$ cat config.mk
export PLATFORM = sky130hd
export DESIGN_NAME = bus_sync_launch
export DESIGN_NICKNAME = d
export VERILOG_FILES = /design/src/rtl/bus_sync_launch.sv
export SDC_FILE = /design/constraint.sdc
export NUM_CORES = 1
export LEC_CHECK = 0
export ABC_AREA = 1
export CAP_MARGIN = 20
export CORE_AREA = 2 2 46 48
export CTS_CLUSTER_SIZE = 10
export DETAILED_ROUTE_END_ITERATION = 10
export DIE_AREA = 0 0 48 50
export DONT_BUFFER_PORTS = 1
export PLACE_DENSITY = 0.63
export SLEW_MARGIN = 20
export SYNTH_ARGS = -nofsm -noshare
export SYNTH_HDL_FRONTEND = slang
export SYNTH_SLANG_ARGS = --single-unit
$ cat constraint.sdc
create_clock -name CLK -period 1.2 [get_ports CLK]
set_input_delay 0.12 -clock CLK [delete_from_list [all_inputs] [get_ports CLK]]
set_output_delay 0.12 -clock CLK [all_outputs]
set_load 0.03 [all_outputs]
$ cat src/rtl/bus_sync_launch.sv
// rtl/bus_sync_launch.sv - source-side launcher holding a word stable under a level bus_enable
// Optional BUS_SYNC_ACK_EN: closed-loop four-phase ack handshake instead of timed hold/gap.
module bus_sync_launch #(
  parameter int BUS_WIDTH   = 8,
  parameter int HOLD_CYCLES = 8,
  parameter int GAP_CYCLES  = 8,
  parameter int NUM_STAGES  = 2
) (
  input  logic                 CLK,
  input  logic                 RST,
  input  logic [BUS_WIDTH-1:0] in_data,
  input  logic                 in_valid,
  output logic                 in_ready,
  output logic [BUS_WIDTH-1:0] unsync_bus,
  output logic                 bus_enable,
`ifdef BUS_SYNC_ACK_EN
  input  logic                 ack_async,
`endif
  output logic                 busy,
  output logic                 xfer_done
);

  typedef enum logic [1:0] {IDLE, ASSERT, RELEASE} state_t;

  state_t               state, state_nxt;
  logic [BUS_WIDTH-1:0] bus_nxt;
  logic                 en_nxt;
  logic                 done_nxt;
  logic                 accept;
  logic                 assert_exit;
  logic                 release_exit;

  assign in_ready = (state == IDLE);
  assign busy     = ~in_ready;
  assign accept   = in_valid & in_ready;

`ifdef BUS_SYNC_ACK_EN
  logic [NUM_STAGES-1:0] ack_sync;

  always_ff @(posedge CLK or negedge RST) begin
    if (!RST) begin
      ack_sync <= '0;
    end else begin
      ack_sync <= {ack_sync[NUM_STAGES-2:0], ack_async};
    end
  end

  assign assert_exit  = ack_sync[NUM_STAGES-1];
  assign release_exit = ~ack_sync[NUM_STAGES-1];
`else
  localparam int CNT_MAX = (HOLD_CYCLES > GAP_CYCLES) ? HOLD_CYCLES : GAP_CYCLES;
  localparam int CNT_W   = $clog2(CNT_MAX + 1);
  localparam logic [CNT_W-1:0] HOLD_LOAD = CNT_W'(HOLD_CYCLES - 1);
  localparam logic [CNT_W-1:0] GAP_LOAD  = CNT_W'(GAP_CYCLES - 1);

  logic [CNT_W-1:0] cnt, cnt_nxt;

  // Counter holds remaining cycles minus one, so a zero count means "last cycle of this phase".
  always_comb begin
    cnt_nxt = cnt;
    case (state)
      IDLE:    if (accept) cnt_nxt = HOLD_LOAD;
      ASSERT:  cnt_nxt = (cnt == '0) ? GAP_LOAD : cnt - 1'b1;
      RELEASE: if (cnt != '0) cnt_nxt = cnt - 1'b1;
      default: cnt_nxt = '0;
    endcase
  end

  always_ff @(posedge CLK or negedge RST) begin
    if (!RST) begin
      cnt <= '0;
    end else begin
      cnt <= cnt_nxt;
    end
  end

  assign assert_exit  = (cnt == '0);
  assign release_exit = (cnt == '0);
`endif

  always_comb begin
    state_nxt = state;
    bus_nxt   = unsync_bus;
    en_nxt    = bus_enable;
    done_nxt  = 1'b0;
    case (state)
      IDLE: begin
        if (accept) begin
          state_nxt = ASSERT;
          bus_nxt   = in_data;
          en_nxt    = 1'b1;
        end
      end
      ASSERT: begin
        if (assert_exit) begin
          state_nxt = RELEASE;
          en_nxt    = 1'b0;
        end
      end
      RELEASE: begin
        if (release_exit) begin
          state_nxt = IDLE;
          done_nxt  = 1'b1;
        end
      end
      default: begin
        state_nxt = IDLE;
        en_nxt    = 1'b0;
      end
    endcase
  end

  // Data and enable share one edge so the destination never sees enable ahead of data.
  always_ff @(posedge CLK or negedge RST) begin
    if (!RST) begin
      state      <= IDLE;
      unsync_bus <= '0;
      bus_enable <= 1'b0;
      xfer_done  <= 1'b0;
    end else begin
      state      <= state_nxt;
      unsync_bus <= bus_nxt;
      bus_enable <= en_nxt;
      xfer_done  <= done_nxt;
    end
  end

endmodule
; After elaboration in Yosys (flattened, before gate mapping)
; Cells that the tools add are included.
[totals]
reg_bits = 16
input_bits = 11
[classes]
add_sub_neg = 1
eq_ne = 6
n_mux = 13
n_bitwise = 3
n_reduce_logical = 7
[op_table]
columns = op, n
row1 = 4-bit 2-to-1 mux, 3
row2 = 4-bit case mux with 3 select lines, 1
row3 = 2-bit 2-to-1 mux, 3
row4 = 2-bit inequality test (second input constant), 3
row5 = 2-bit case mux with 3 select lines, 1
row6 = 3-bit AND reduction, 2
row7 = 4-bit zero test, 1
row8 = 1-bit 2-to-1 mux, 4
row9 = 2-bit AND reduction, 2
row10 = 4-bit nonzero test, 1
row11 = 4-bit by 1-bit subtractor with 4-bit output (second input constant), 1
row12 = 1-bit case mux with 3 select lines, 1
row13 = 2-bit by 1-bit equality test with 1-bit output (second input constant), 1
row14 = 2-bit equality test (second input constant), 1
row15 = 2-bit zero test, 1
row16 = 2-bit by 1-bit inequality test with 1-bit output (second input constant), 1
row17 = 1-bit NOT, 2
row18 = 1-bit bitwise AND, 1

; Depth between registers and ports, before layout
; Gate-level depths: netlist of run 1.
[logic_depth]
word_depth = 4
mapped_depth = 7
ltp_nobuf = 7

; Least setup slack after synthesis of run 1
; Ideal clock, no wire load.
[synth_timing]
path_type = register to register
startpoint = register cnt[0]
endpoint = register bus_enable
setup_time_ns = 0.118
arrival_ns = 1.050
slack_ns = 0.032
stages_incl_launch_ff = 8
path_buffers = 0
path_cell_list = dfrtp_1 -> inv_1 -> ha_1 -> nand2_1 -> nand2_1 -> nand3b_1 -> nand2_1 -> nand2_1
[synth_via]
elab_chain_cells = 3
[synth_lines]
columns = item, line
row1 = from (decl), 56  ; logic [CNT_W-1:0] cnt, cnt_nxt;
row2 = from (signal assigned), 73  ; cnt <= cnt_nxt;
row3 = 4-bit zero test, 77  ; assign assert_exit = (cnt == '0);
row4 = 2-bit inequality test (no line), -
row5 = 3-bit AND reduction (no line), -
row6 = to (signal assigned), 123  ; bus_enable <= en_nxt;
row7 = to (decl), 15  ; output logic bus_enable,
; No other way between the ends.
; A chain may end at the register's enable or synchronous reset.

; Final worst setup path of run 1
[layout_timing]
startpoint = register state[0]
endpoint = output port in_ready
[layout_via]
elab_chain_cells = 1
[layout_lines]
columns = item, line
row1 = from (decl), 25  ; state_t state, state_nxt;
row2 = from (signal assigned), 121  ; state <= state_nxt;
row3 = 2-bit zero test, 33  ; assign in_ready = (state == IDLE);
row4 = to (decl), 13  ; output logic in_ready,
; No other way between the ends.

==> results of run 1 <==
-- worst max-delay path: stages, from the launching register on --
cell and delay, ns:
dfrtp_2 0.44, nor2_4 0.16, buf_4 0.20
-- placed cells by master, fill, tap and decap left out, drive strengths merged --
cell type / count
buf: 8
clkbuf: 4
ha: 1
inv: 11
o21ai: 1
nand4: 4
nand3: 13
dfrtp: 16
nand3b: 1
nor2: 6
nand2: 40
dlygate4sd3: 10
-- power groups by stage --
stage               registers, mW  logic (mW)  clock network, mW
floorplan                    1.22       0.823                  0
global placement             1.27        1.02                  0
detailed placement           1.28        1.05                  0
CTS                          1.25        1.26              0.364
global route                 1.29        1.43              0.386
finish                       1.27        1.26              0.358
-- worst min-delay path by stage --
| stage | cells past startpoint | end |
|---|---|---|
| 3_3_place_gp | 0 | state[1] |
| 3_5_place_dp | 0 | bus_enable |
| 5_1_grt | 2 | state[0] |
| 2_1_floorplan | 0 | bus_enable |
| 4_1_cts | 2 | state[0] |
| 6_report | 2 | state[0] |
-- registers in the layout, indices dropped and copies added, names as in the netlist --
signal      flops
unsync_bus      8
cnt             4
state           2
bus_enable      1
xfer_done       1
-- cell type report --
cell class,count,area share [%]
flip-flops and latches,16,39.1
multi-input cells,66,34.2
clock buffers,4,3.52
repair buffers,18,15.9
well taps,27,3.28
inverters,11,4.00
-- through the flow --
stage | util [%] | worst slack, ns | cells
final | 54.2 | -0.0161 | 142
after floorplan | - | 0.0315 | 95
after CTS | 53.9 | -0.0202 | 142
after global routing | 54.2 | -0.0649 | 142
after global placement | 44.6 | -0.00133 | 125
after detailed placement | 44.6 | -0.0428 | 125
-- per-layer routing --
| layer | vias to the layer above | wire (um) |
|---|---|---|
| li1 | 341 | - |
| met1 | 326 | 748 |
| met2 | 21 | 928 |
| met3 | 6 | 81 |
| met4 | 0 | 34 |
| met5 | - | 0 |
-- what timing repair did --
item | in CTS | in global routing
hold buffers | 10 | 0
setup endpoints to repair | 6 | 7
cloned | 0 | 0
resized for setup | 6 | 3
endpoints found under the hold margin | 24 | 0
pin swaps | 1 | 0
setup buffers | 3 | 0
-- kinds of logic (layout without fill, tap and decap cells) --
group           after synthesis  count (layout)  synth area share [%]
flops                        16              16                  50.5
fa+ha+maj                     1               1                  1.58
simple gates                 64              64                  40.1
compound gates                1               1                 0.630
buf+inv                      13              33                  7.25
==> flow_summary_export.csv, run 1 <==
group,metric,value,unit
worst_hold_path,hp-class,"in -> reg",
setup_path,cp-endpoint,"in_ready",
logic_synthesis,yosysTopAreaCell,"dfrtp_1",
timing,whs,0.00644,ns
logic_synthesis,yosysWarnings,0,
global_routing,grt_pass1_wl,2930,um
global_routing,globalRouteMet3Util,5.13,%
setup_path,path_class,"reg -> out",
route,viasPerCell,4.89,
timing,final.period_utilization,101,%
logic_synthesis,synth_cell_types,17,
finish,fin_nets,128,
clocking,root_buffer,"clkbuf_4",
global_routing,grt-ovfl-total,0,
pwr,clkPwrFrac,12.4,%
logic_synthesis,ys_seq_elements,16,
clocking,path_clk_slew,0.10,ns
finish,drive_gt1_share,22.6,%
setup_path,critPathLaunch,"state[0]",
timing,slew_headroom,52.7,%
setup_path,crit_required,1.08,ns
place,routabilityCongestion,0.824,
pwr,p_leak,0.533,nW
timing,drv_slew,0,
route,drc,0,
pwr,p_sw_share,48.4,%
place,hpwl,1170,um
route,wl_per_cell,12.6,um
setup_path,r2r_start,"state[0]",
logic_synthesis,synthesis.instances,95,
timing,fmaxAchievable,0.822,GHz
setup_path,reg2reg_depth,5,
setup_path,start_kind,"flip-flop",
logic_synthesis,synth_area_leaders,"dfrtp_1, nand2_1, nand3_1, inv_1, nand4_1",
floorplanning,core,0.00190,mm^2
floorplanning,die_area,0.00240,mm^2
place,dpl-instance-area,848,um^2
clocking,clk_latency,0.28,ns
route,vias,694,
pwr,p_sw,1.39,mW
pwr,ir_drop,1.51,mV
outcome,violations,"negative setup slack",
finish,n_antenna_cell,0,
logic_synthesis,synth_top_area_share,50.5,%
global_routing,grtUsageMet2,26.9,%
setup_path,critPathCaptureType,"output port",
route,wl,1790,um
logic_synthesis,synth_area,793,um^2
setup_path,reg2reg_to,"cnt[0]",
pwr,power_frac_seq,44.0,%
clocking,cts_sinks,16,
clocking,cts_tree,"built",
setup_path,cp_data_arrival_time,1.10,ns
finish,nFillCells,178,
finish,regArea,403,um^2
global_routing,use_met1,21.1,%
timing,clock_skew,0.00221,ns
timing,finalCriticalPeriod,1.22,ns
logic_synthesis,yosysMostFrequentCell,"nand2_1",
floorplanning,start_util,41.7,%
route,ant_nets,0,
timing,setup_violations,2,
place,port-buffer-count,0,
clocking,cts_buffers,3,
flow_run,maxCapViolCount,0,
logic_synthesis,synth-edff-count,0,
floorplanning,die_x,48,um
global_routing,busiest_layer,"met2",
floorplanning,fp-row-count,16,
setup_path,r2r_slack,0.05,ns
logic_synthesis,synth_fp_nets,107,
logic_synthesis,synth_ff_type,"dfrtp_1",
clocking,cts-htree-levels,1,
floorplanning,fp.dieH,50,um
timing,rsz0062_at_grt,"yes",
timing,setup_slack,-0.0161,ns
logic_synthesis,synth_seq_area_share,50.5,%
finish,syn_to_final_growth,30.0,%
logic_synthesis,netlist_top_cells_count,"nand2_1, dfrtp_1, nand3_1",
logic_synthesis,async_flop_share,100,%
route,dr.pass1.iters,4,
clocking,clockBufferDepth,2,
pwr,powerDensity,2790,mW/mm^2
route,drtIter0Drc,10,
timing,hold_violations,0,
finish,design_area,0.00103,mm^2
timing,worstMarginPinSlew,0.707,ns
global_routing,grt_pass1_vias,684,
timing,tns,-0.0244,ns
global_routing,grt.total_usage,17.1,%
pwr,total_power,2.88,mW
logic_synthesis,syn_area_per_cell,8.35,um^2
pwr,combPwrFrac,43.6,%
global_routing,grt_max_degree,17,
global_routing,antenna_found_initial,0,
floorplanning,pin_count,23,
pwr,internal_power,1.49,mW
worst_hold_path,hp-start,"in_valid",
outcome,outcome,"complete, but fails checks",
setup_path,path_max_fanout,5,
finish,multi_input_area,353,um^2
No activity file was read; power rests on OpenSTA's default activity.
==> inputs of run 2 (changes only) <==
- CORE_AREA: 2 2 46 48 -> 4 4 48 50
- DIE_AREA: 0 0 48 50 -> 0 0 52 54
==> run 2 against run 1 <==
  * The run still ends with negative setup slack left
  * Register-to-register slack about the same
  * Critical endpoint unchanged
  * Non-clock buffer count rose by 1
  * Combinational power increased by 10%
  * Count of clock-buffer cells in the layout decreased by 1
  * Largest cell class unchanged
  * Largest power group is now combinational cells
  * Sequential power barely moved
==> flow_summary_export.csv, run 2 (synthesized netlist as in run 1, its figures left out) <==
group,metric,value,unit
setup_path,path_class,"reg -> out",
route,viasPerCell,5.00,
pwr,clkPwrFrac,9.5,%
timing,whs,0.0173,ns
place,port-buffer-count,0,
floorplanning,die_x,52,um
finish,top_regs,"unsync_bus (8), cnt (4), state (2)",
timing,clock_skew,0.00391,ns
pwr,internal_power,1.48,mW
floorplanning,fp.dieH,54,um
clocking,cts_buffers,3,
route,drtIter0Drc,7,
route,ant_nets,0,
finish,largest_register,"unsync_bus",
worst_hold_path,hp-class,"in -> reg",
clocking,path_clk_slew,0.09,ns
finish,mostFrequentLayoutCell,"nand2_1",
setup_path,crit_required,1.08,ns
setup_path,critPathCaptureType,"output port",
timing,setup_violations,1,
floorplanning,start_util,41.7,%
floorplanning,die_area,0.00281,mm^2
timing,tns,-0.0129,ns
route,dr.pass1.iters,6,
finish,n_antenna_cell,0,
clocking,clk_latency,0.28,ns
global_routing,grt_pass1_vias,699,
global_routing,grt-ovfl-total,0,
pwr,total_power,2.91,mW
timing,hold_violations,0,
timing,rsz0062_at_grt,"yes",
floorplanning,core,0.00190,mm^2
outcome,violations,"negative setup slack",
finish,final_cells,142,
timing,final.period_utilization,101,%
pwr,power_frac_seq,42.7,%
finish,largest_register_ffs,8,
pwr,p_sw_share,49.3,%
setup_path,start_kind,"flip-flop",
route,drc,0,
global_routing,grt_pass1_wl,3170,um
timing,setup_slack,-0.0129,ns
finish,drive_gt1_share,19.1,%
clocking,cts_tree,"built",
clocking,cts_sinks,16,
flow_run,maxCapViolCount,0,
global_routing,antenna_found_initial,0,
finish,fin_nets,129,
timing,slew_headroom,50.3,%
route,vias,710,
place,routabilityCongestion,0.872,
pwr,p_leak,0.539,nW
finish,syn_to_final_growth,30.1,%
place,dp_slack,-0.0335,ns
clocking,cts-htree-levels,1,
timing,fmaxAchievable,0.824,GHz
timing,drv_slew,0,
clocking,root_buffer,"clkbuf_4",
global_routing,grt.total_usage,15.5,%
global_routing,grt_max_degree,17,
pwr,powerDensity,2820,mW/mm^2
pwr,p_sw,1.43,mW
place,dpl-instance-area,863,um^2
timing,worstMarginPinSlew,0.743,ns
clocking,clockBufferDepth,2,
floorplanning,pin_count,23,
setup_path,cp_data_arrival_time,1.09,ns
route,wl,1970,um
finish,layout_common_cells,"nand2_1, dfrtp_1, nand3_1, inv_1, dlygate4sd3_1",
pwr,ir_drop,1.46,mV
place,dp.cells,127,
pwr,combPwrFrac,47.8,%
outcome,outcome,"complete, but fails checks",
timing,finalCriticalPeriod,1.21,ns
floorplanning,fp-row-count,16,
setup_path,path_max_fanout,3,
finish,design_area,0.00103,mm^2
route,wl_per_cell,13.9,um
finish,final_util,54.3,%
place,hpwl,1240,um
run 2: cell count changes in the layout (fill, tap and decap cells not counted), moves of 2 or more:
| cell | change |
|---|---|
| buf_6 | +2 |
| dfrtp_1 | +2 |
| dfrtp_2 | -2 |
| inv_1 | +3 |
| inv_2 | -3 |
run 2: path summary, 6_finish.rpt:
kind	start	endpoint	slack, ns	depth (start not counted)
max in group asynchronous	RST	cnt[1]	0.39	1
max	state[0]	in_ready	-0.01	3
min reg2reg	cnt[0]	cnt[0]	0.49	2
max reg2reg	cnt[0]	bus_enable	0.04	7
min in group asynchronous	RST	xfer_done	0.34	1
min	in_valid	bus_enable	0.02	2
run 2: power groups by stage:
stage               clock, mW  sequential [mW]  combinational [mW]
finish                  0.277             1.24                1.39
global route            0.307             1.27                1.55
CTS                     0.280             1.24                1.30
detailed placement          0             1.25                1.13
global placement            0             1.24                1.08
floorplan                   0             1.22               0.823
run 2: critical path: stages, from the launching register on:
cell,delay (ns)
dfrtp_1,0.42
nor2_4,0.16
buf_6,0.12
buf_6,0.12
run 2: cell type report:
| cell class | instances | area (um^2) |
|---|---|---|
| clock buffer | 3 | 22.5 |
| timing repair buffer | 19 | 179 |
| inverter | 11 | 41.3 |
| tap | 27 | 33.8 |
| fill | 166 | 870 |
| sequential | 16 | 400 |
| multi-input combinational | 66 | 355 |
run 2: repair_timing:
action                                 4_1_cts  5_1_grt
setup endpoints to repair                    4        8
pin swaps                                    1        0
hold buffers                                10        0
resized for setup                            4        3
buffers inserted                             2        0
endpoints found under the hold margin       24        0
run 2: routing by layer:
| metal | vias to the layer above | GRT usage [%] | wire length, um |
|---|---|---|---|
| met2 | 25 | 28.5 | 1070 |
| met1 | 343 | 16.9 | 763 |
| met3 | 2 | 4.43 | 117 |
| li1 | 340 | - | - |
| met5 | - | 0 | 0 |
| met4 | 0 | 5.24 | 23 |
==> inputs of run 3 (changes only) <==
- CORE_AREA: 4 4 48 50 -> 4 4 49 51
- DIE_AREA: 0 0 52 54 -> 0 0 53 55
- DONT_BUFFER_PORTS: 1 -> not set
- PLACE_DENSITY: 0.63 -> 0.77
- SETUP_SLACK_MARGIN: not set -> 0.1
==> run 3 against run 2 <==
  * Sequential power decreased by 24%
  * The run still ends with negative setup slack left
  * Critical path depth increased by 1
  * Cell count increased by 13%
  * Design area increased by 15%
  * Critical endpoint is now busy
  * Routed wire length decreased by 6.2%
  * Sequential cell count unchanged
  * Die area increased by 3.8%
  * Worst hold slack improved by 0.13 ns
  * Register-to-register slack got worse by 0.07 ns
  * Clock skew decreased by 0.0031 ns
==> flow_summary_export.csv, run 3 (synthesized netlist as in run 1, its figures left out) <==
group,metric,value,unit
floorplanning,fp.dieH,55,um
route,wl_met3,99,um
outcome,violations,"negative setup slack",
route,ant_nets,0,
global_routing,grt_max_degree,17,
clocking,path_clk_slew,0.09,ns
clocking,cts_sinks,16,
setup_path,cp_data_arrival_time,1.16,ns
floorplanning,die_x,53,um
timing,tns,-0.141,ns
finish,drive_gt1_share,34.6,%
timing,clock_skew,0.000860,ns
clocking,cts_hold_buffers,0,
finish,largest_register,"unsync_bus",
global_routing,grt-ovfl-total,0,
route,drc,0,
finish,multi_input_area,372,um^2
setup_path,path_class,"reg -> out",
pwr,powerDensity,2830,mW/mm^2
place,hpwl,1340,um
route,route.met2.wl,974,um
floorplanning,fp-row-count,16,
place,routabilityCongestion,0.854,
flow_run,maxCapViolCount,0,
timing,fmaxAchievable,0.783,GHz
timing,final.period_utilization,106,%
clocking,cts-htree-levels,1,
clocking,clockBufferDepth,2,
finish,syn_to_final_growth,49.7,%
timing,rsz0062_at_grt,"yes",
finish,regArea,403,um^2
route,top_layer,"met3",
clocking,cts_buffers,3,
floorplanning,die_area,0.00292,mm^2
timing,slew_headroom,86.0,%
clocking,clk_latency,0.28,ns
timing,setup_violations,3,
outcome,outcome,"complete, but fails checks",
floorplanning,pin_count,23,
finish,mostFrequentLayoutCell,"nand2_1",
pwr,p_leak,0.622,nW
finish,fin_nets,146,
finish,largest_register_ffs,8,
finish,nFillCells,188,
clocking,cts_tree,"built",
setup_path,crit_required,1.08,ns
route,vias,758,
floorplanning,start_util,40.9,%
timing,setup_slack,-0.0772,ns
finish,n_antenna_cell,0,
finish,top_regs,"unsync_bus (8), cnt (4), state (2)",
setup_path,path_max_fanout,3,
finish,design_area,0.00119,mm^2
finish,final_util,61.1,%
route,wl,1850,um
global_routing,grt_pass1_vias,744,
route,drtIter0Drc,11,
worst_hold_path,hp-class,"in -> async",
route,wl_met1,777,um
finish,layout_common_cells,"nand2_1, dfrtp_1, nand3_1, clkdlybuf4s50_1, buf_4",
timing,hold_violations,0,
pwr,ir_drop,1.50,mV
global_routing,antenna_found_initial,0,
floorplanning,core,0.00194,mm^2
timing,worstMarginPinSlew,0.210,ns
global_routing,grt_pass1_wl,3280,um
route,wl_per_cell,11.6,um
timing,finalCriticalPeriod,1.28,ns
global_routing,grt.total_usage,15.6,%
timing,drv_slew,0,
setup_path,start_kind,"flip-flop",
clocking,root_buffer,"clkbuf_4",
setup_path,critPathCaptureType,"output port",
route,viasPerCell,4.74,
place,dp_slack,0.0621,ns
place,dpl-instance-area,0.00107,mm^2
route,dr.pass1.iters,4,
place,port-buffer-count,22,
timing,whs,0.145,ns
## run 3: cell types whose count changed in the layout (fill, tap and decap cells not counted), sizes merged
cell / before / now
clkbuf: 3 / 4
clkdlybuf4s15: 0 / 1
buf: 9 / 25
clkdlybuf4s50: 0 / 10
dlygate4sd3: 10 / 0
## run 3: metrics by stage
step / std cells / power, mW
6_report: 160 / 3.36
5_1_grt: 160 / 3.62
4_1_cts: 157 / 3.30
3_5_place_dp: 146 / 2.70
3_3_place_gp: 146 / 2.63
2_1_floorplan: 95 / 2.09
## run 3: cell type report
cell class,count,area share [%]
sequential,16,33.9
multi-input combinational,66,31.3
timing repair buffer,36,25.2
inverter,11,3.69
clock buffer,4,3.06
tap,27,2.85
## run 3: worst max-delay path: stages, from the launching register on
cell	delay, ns
dfrtp_2	0.43
nor2_4	0.17
buf_6	0.13
inv_4	0.03
buf_6	0.12
## run 3: power breakdown
part | total, mW | switching (mW) | leakage (nW) | internal (mW)
sequential | 0.939 | 0.159 | 0.195 | 0.780
combinational | 2.07 | 1.21 | 0.406 | 0.856
clock | 0.349 | 0.164 | 0.0210 | 0.184
## run 3: timing repair
action,in CTS,in global routing
pin swaps,5,3
buffers inserted,7,3
endpoints found under the setup margin,17,24
hold endpoints to repair,0,0
gates resized for setup,40,24
## run 3: routing by layer
| metal | GRT usage [%] | vias to the layer above |
|---|---|---|
| met5 | 0 | - |
| li1 | - | 379 |
| met2 | 26.9 | 18 |
| met4 | 7.66 | 0 |
| met3 | 4.29 | 0 |
| met1 | 18.0 | 361 |
## run 3: final timing paths
| check | from | to | slack, ns | cells after the start |
|---|---|---|---|---|
| max | state[1] | busy | -0.08 | 4 |
| min | RST | unsync_bus[6] | 0.15 | 2 |
| max reg2reg | state[1] | cnt[1] | -0.03 | 8 |
| min reg2reg | unsync_bus[4] | unsync_bus[4] | 0.47 | 2 |
| max in group asynchronous | RST | state[1] | 0.86 | 2 |
| min in group CLK | in_data[0] | unsync_bus[0] | 0.38 | 3 |
